==> config.mk <==
export PLATFORM = sky130hd
export DESIGN_NAME = button_conditioner
export DESIGN_NICKNAME = d
export VERILOG_FILES = /design/src/rtl/button_pkg.sv /design/src/rtl/button_conditioner_sync_debounce.sv /design/src/rtl/button_conditioner.sv
export SDC_FILE = /design/constraint.sdc
export NUM_CORES = 1
export LEC_CHECK = 0
export ABC_AREA = 0
export CAP_MARGIN = 10
export CORE_UTILIZATION = 30
export DETAILED_ROUTE_END_ITERATION = 8
export DONT_BUFFER_PORTS = 1
export GPL_ROUTABILITY_DRIVEN = 1
export GPL_TIMING_DRIVEN = 0
export PLACE_DENSITY = 0.44
export SLEW_MARGIN = 10
export SYNTH_ARGS = -nofsm -noshare
export SYNTH_HDL_FRONTEND = slang
export SYNTH_SLANG_ARGS = --single-unit
==> constraint.sdc <==
create_clock -name clk -period 1.65 [get_ports clk]
set_input_delay 0.0825 -clock clk [delete_from_list [all_inputs] [get_ports clk]]
set_output_delay 0.0825 -clock clk [all_outputs]
set_load 0.01 [all_outputs]
==> src/rtl/button_pkg.sv <==
// button_pkg: FSM state encoding and sel constants shared with dice_or_light
package button_pkg;
    typedef enum logic [1:0] {
        IDLE    = 2'd0,
        PRESSED = 2'd1,
        LONG    = 2'd2
    } state_t;
    localparam logic SEL_DICE   = 1'b0;
    localparam logic SEL_LIGHTS = 1'b1;
endpackage

==> src/rtl/button_conditioner_sync_debounce.sv <==
// sync_debounce: multi-flop synchroniser followed by a saturating-agreement debouncer
module sync_debounce #(
    parameter int SYNC_STAGES     = 2,
    parameter int DEBOUNCE_CYCLES = 16
) (
    input  logic clk,
    input  logic rst,
    input  logic btn_raw,
    output logic level,
    output logic flip
);
    localparam int CW = $clog2(DEBOUNCE_CYCLES + 1);
    logic [SYNC_STAGES-1:0] sync;
    logic [CW-1:0] cnt;
    logic btn_s;
    assign btn_s = sync[SYNC_STAGES-1];
    // flip is high in the cycle before level changes, so the FSM can strobe in step with it
    assign flip = (btn_s != level) && (cnt == CW'(DEBOUNCE_CYCLES - 1));
    always_ff @(posedge clk) begin
        if (rst) begin
            sync  <= '0;
            cnt   <= '0;
            level <= 1'b0;
        end else begin
            sync  <= {sync[SYNC_STAGES-2:0], btn_raw};
            cnt   <= (btn_s == level || flip) ? '0 : cnt + 1'b1;
            level <= flip ? btn_s : level;
        end
    end
endmodule

==> src/rtl/button_conditioner.sv <==
// button_conditioner: debounced button level, press strobe and long-press sel toggle
module button_conditioner
    import button_pkg::*;
#(
    parameter int SYNC_STAGES       = 2,
    parameter int DEBOUNCE_CYCLES   = 16,
    parameter int LONG_PRESS_CYCLES = 200
) (
    input  logic clk,
    input  logic rst,
    input  logic btn_raw,
    output logic button,
    output logic sel,
    output logic press_pulse,
    output logic long_pulse
);
    localparam int HW = $clog2(LONG_PRESS_CYCLES + 1);
    logic level, flip;
    state_t state, state_n;
    logic [HW-1:0] hold, hold_n;
    logic sel_n, press_n, long_n;
    sync_debounce #(
        .SYNC_STAGES    (SYNC_STAGES),
        .DEBOUNCE_CYCLES(DEBOUNCE_CYCLES)
    ) u_db (
        .clk    (clk),
        .rst    (rst),
        .btn_raw(btn_raw),
        .level  (level),
        .flip   (flip)
    );
    assign button = level;
    always_ff @(posedge clk) begin
        if (rst) begin
            state       <= IDLE;
            hold        <= '0;
            sel         <= SEL_DICE;
            press_pulse <= 1'b0;
            long_pulse  <= 1'b0;
        end else begin
            state       <= state_n;
            hold        <= hold_n;
            sel         <= sel_n;
            press_pulse <= press_n;
            long_pulse  <= long_n;
        end
    end
    // outside IDLE a flip can only be the debounced fall, which beats the threshold
    always_comb begin
        state_n = state;
        hold_n  = hold;
        sel_n   = sel;
        press_n = 1'b0;
        long_n  = 1'b0;
        case (state)
            IDLE: if (flip && !level) begin
                state_n = PRESSED;
                hold_n  = '0;
                press_n = 1'b1;
            end
            PRESSED: if (flip) begin
                state_n = IDLE;
                hold_n  = '0;
            end else begin
                hold_n = hold + 1'b1;
                if (hold == HW'(LONG_PRESS_CYCLES - 1)) begin
                    state_n = LONG;
                    sel_n   = ~sel;
                    long_n  = 1'b1;
                end
            end
            LONG: if (flip) begin
                state_n = IDLE;
                hold_n  = '0;
            end
            default: begin
                state_n = IDLE;
                hold_n  = '0;
            end
        endcase
    end
endmodule

Word-level counts from Yosys, hierarchy flattened. Cells that the tools add are included.

Add/subtract/negate cells: 2. Equality and inequality tests: 9. Mux-type cells: 11. Bitwise operators: 4. Reductions and logical operators: 11.

Operators with widths (count): 8-bit two-way mux (3); 8-bit case mux with 3 select lines (1); 8-bit by 1-bit adder with 8-bit output (second input constant) (1); 8-bit equality test (second input constant) (1); 2-bit two-way mux (4); 2-bit case mux with 3 select lines (1); 3-bit AND reduction (2); 5-bit by 1-bit adder with 5-bit output (second input constant) (1); 5-bit by 4-bit equality test with 1-bit output (second input constant) (1); 2-bit != test (second input constant) (2); 1-bit inverter (4); 2-bit OR reduction (2); 3-bit != test (second input constant) (1); 3-bit OR reduction (1); 2-bit by 1-bit equality test with 1-bit output (second input constant) (1); 2-bit equality test (second input constant) (1); 1-bit logical AND (2); 2-bit logical NOT (1); 1-bit two-way mux (2); 2-bit AND reduction (1); 1-bit equality test (1); 1-bit logical NOT (1); 1-bit logical OR (1); 1-bit != test (1).

Register bits: 21. Input bits: 3. Output and inout port bits: 4. Word-level logic and storage cells: 45.

Logic depth before layout (Yosys ltp).
Depth after elaboration: 5. Gate-level depth with buffers: 8. Gate-level depth less buffers: 7.

By module. From an unflattened synthesis, not the netlist that was laid out.

Cells, all modules: 93. Area total of the unflattened synthesis: 883.3 µm².

Modules (own cells, without submodules): button_conditioner (instances 1, cells each 65, area each 590.6 µm², sequential area each 260.2 µm²); sync_debounce (instances 1, cells each 28, area each 292.8 µm², sequential area each 160.2 µm²).

Worst setup path before layout. OpenSTA, ideal clock, no wires.

Path kind: flip-flop to flip-flop. Start: reg u_db.cnt[0]. End: reg hold[6]. Library setup time: 0.071 ns. Arrival: 1.743 ns. Data required time: 1.579 ns. Slack: -0.164 ns. Stages on the path, launching flop included: 9. Path buffers: 1. Clock period less this slack: 1.814 ns. Path through: dfxtp_1 ha_1 and3_1 ha_1 buf_2 or2_2 o31ai_4 or4_1 a21oi_1.

Word-level cells in the longest chain between the ends: 5. Elaborated cells between the ends (all ways): 8. Those cells by class: eq/ne: 3; mux: 2; reduce/logical: 3.

RTL lines: from (decl) (RTL line button_conditioner_sync_debounce.sv:14) `logic [CW-1:0] cnt;`; from (signal assigned) (RTL line button_conditioner_sync_debounce.sv:26) `cnt <= (btn_s == level || flip) ? '0 : cnt + 1'b1;`; 5-bit by 4-bit equality test with 1-bit output (*) (RTL line button_conditioner_sync_debounce.sv:18) `assign flip = (btn_s != level) && (cnt == CW'(DEBOUNCE_CYCLES - 1));`; 1-bit logical AND (*) (RTL line button_conditioner_sync_debounce.sv:18); 1-bit logical AND (RTL line button_conditioner.sv:56) `IDLE: if (flip && !level) begin`; 2-bit != test (no source line); 2-bit AND reduction (no source line); to (signal assigned) (RTL line button_conditioner.sv:42) `hold <= hold_n;`; to (decl) (RTL line button_conditioner.sv:20) `logic [HW-1:0] hold, hold_n;`.

Mark *: on every way between the ends. The rest lies on a longest branch, timed or not. A chain may end at the register's enable or synchronous reset.

Worst setup path in the final report.
Start: reg u_db.cnt[1]. End: reg hold[5].

Same word-level chain as after synthesis.

==> metrics.yaml <==
ant_nets: 0
finalWirelength_um: 1970
n_antenna_cell: 0
synth-edff-count: 0
cts_tree: "done"
grt_first_pass_wirelength_um: 3429
clk_path_buf_depth: 2
failed_checks: "setup timing"
p_per_area_nw_per_um2: 626.9
worstSetupPathType: "flop to flop"
stdcell_area_sq_um: 1264
totalPowerFinal_uw: 792.2
grt_max_degree: 13
die_x_um: 58.08
grt_overflow: 0
insertion_delay_ns: 0.31
max_cap_viol_count: 0
critPathRequiredTime_ns: 1.90
setup-violations-final: 6
slew_violations: 0
clock-sinks: 21
pre_cts_ws_ns: -0.1771
synth-seq-cells: 21
worst_pin_slew_ns: 0.4629
seq_area_frac_synth_pct: 44.56
postSynth.asyncResetShare_pct: 0
area_delta_synth_final_pct: 33.95
nets: 124
via_count: 772
globalplace.congestion: 0.7434
ys_warn_count: 0
track_usage_pct: 13.53
dominantRegCellSynth: "dfxtp_1"
period_needed_ns: 1.723
synth_cell_types: 36
dr.pass1.iters: 4
synth_cells: 97
cts_root_buffer: "clkbuf_4"
dp_hpwl_um: 1273
relSlewSlack_pct: 69.14
htreeDepth: 1
core_sq_um: 2877
die_area_sq_um: 3373
end_kind: "flop"
viasPerCell: 4.855
p_leak_nw: 0.4813
multi_input_area_sq_um: 599.3
fin_setup_tns_ns: -0.2829
syn_avg_cell_area_sq_um: 9.726
clock.fmax_mhz: 580.2
holdCritPathClass: "input pin to flop"
initial_core_util_pct: 32.80
layout_setup_ws_ns: -0.07346
skew_ns: 0.0008942
clkTransAtPathRegs_ns: 0.12
die_h_um: 58.08
r2r_slack_ns: -0.07
regArea_sq_um: 431.7
hold_violations: 0
place_area_sq_um: 1052
drive_gt1_share_pct: 36.75
vdd_drop_max_v: 0.0004278
syn_area_sq_um: 943.4
outcome: "finished with violations"
crit_fanout: 5
dr.first_iter.drc_count: 24
wl_per_cell_um: 12.39
startpoint_type: "flop"
numCtsBuffers: 3
remaining_drc_errors: 0
finalCritPeriodShare_pct: 104.5
ioPinCount: 7
fillers: 289
row_count: 19
grt_pass1_vias: 750
syn_nets: 103
portBuffers: 0
antenna_found_initial: 0
hold_slack_ns: 0.1620
rsz0062_at_grt: "yes"
crit_arrival_ns: 1.98
[cell usage after synthesis (3+ instances only)]
master | number | area share (%)
o31ai_1 | 3 | 2.4
nor2b_1 | 4 | 2.7
a21oi_1 | 5 | 2.7
inv_1 | 3 | 1.2
ha_1 | 3 | 4.0
xor2_1 | 4 | 3.7
nand2_1 | 5 | 2.0
nand3_1 | 5 | 2.7
nor2_1 | 12 | 4.8
dfxtp_1 | 21 | 45
[metrics by stage]
step	utilization, %	cells
detailed placement	36.58	139
floorplan	-	97
finish	43.93	159
CTS	40.84	152
global placement	36.58	139
global route	43.93	159
[layout make-up]
class                      instances  share of cell area [%]
multi-input combinational         71                   47.43
clock inverter                     1                  0.3960
buffer                             2                  0.6931
sequential                        21                   34.16
timing repair buffer              16                   10.50
inverter                           3                  0.8911
clock buffer                       3                   1.782
tap                               42                   4.158
[metal layers]
layer | GRT usage (%) | routed length, um | up-vias
met4 | 5.102 | 43 | 0
li1 | - | - | 393
met1 | 17.81 | 922 | 362
met3 | 4.241 | 65 | 6
met5 | 0 | 0 | -
met2 | 20.69 | 939 | 11
[final timing paths]
check / start / endpoint / cells after the start
min: rst / u_db.level$_SDFFE_PP0P_ / 2
max reg2reg: u_db.cnt[1]$_SDFF_PP0_ / hold[5]$_SDFFE_PP0P_ / 7
max: u_db.cnt[1]$_SDFF_PP0_ / hold[5]$_SDFFE_PP0P_ / 7
min reg2reg: u_db.sync[0]$_SDFF_PP0_ / u_db.sync[1]$_SDFF_PP0_ / 1
[layout by cell type, fill, tap and decap left out, drive strengths merged, types with 2 or more instances in the layout]
cell	count
or4	3
ha	3
xor2	4
xnor2	2
nand3	5
nor2b	5
nor2	12
inv	3
mux2i	2
and3	2
buf	15
dfxtp	21
a21oi	5
dlygate4sd3	2
clkbuf	4
nand2	5
or3	2
o31ai	5
[flip-flops by register name (all words and copies together), names as in the netlist]
signal,flops
u_db.level,1
sel,1
press_pulse,1
u_db.cnt,5
state,2
long_pulse,1
hold,8
u_db.sync,2
[repair_timing]
action	4_1_cts	5_1_grt
setup buffers	8	6
gates cloned	1	0
resized for setup	6	9
hold buffers	1	1
endpoints found under the setup margin	10	10
pin swaps	8	6
hold endpoints to repair	1	1
[worst max-delay path: stages (launching register included)]
cell and delay (ns):
dfxtp_2 0.37, ha_4 0.13, and3_4 0.19, ha_4 0.16, or2_4 0.17, o31ai_4 0.09
or4_4 0.42, a21oi_2 0.13
[kinds of logic after synthesis]
kind of cell | Yosys count | synth area share, %
simple gates | 41 | 24.14
flops | 21 | 44.56
compound gates | 17 | 15.78
xor+xnor | 6 | 5.570
buf+inv | 6 | 2.652
mux | 3 | 3.316
fa+ha+maj | 3 | 3.979
[power breakdown]
part	leakage [nW]	switching [mW]	internal (mW)
clock network	0.0177	0.164	0.0906
registers	0.173	0.00194	0.507
logic	0.291	0.0170	0.0124
No activity file was read; power rests on OpenSTA's default activity.
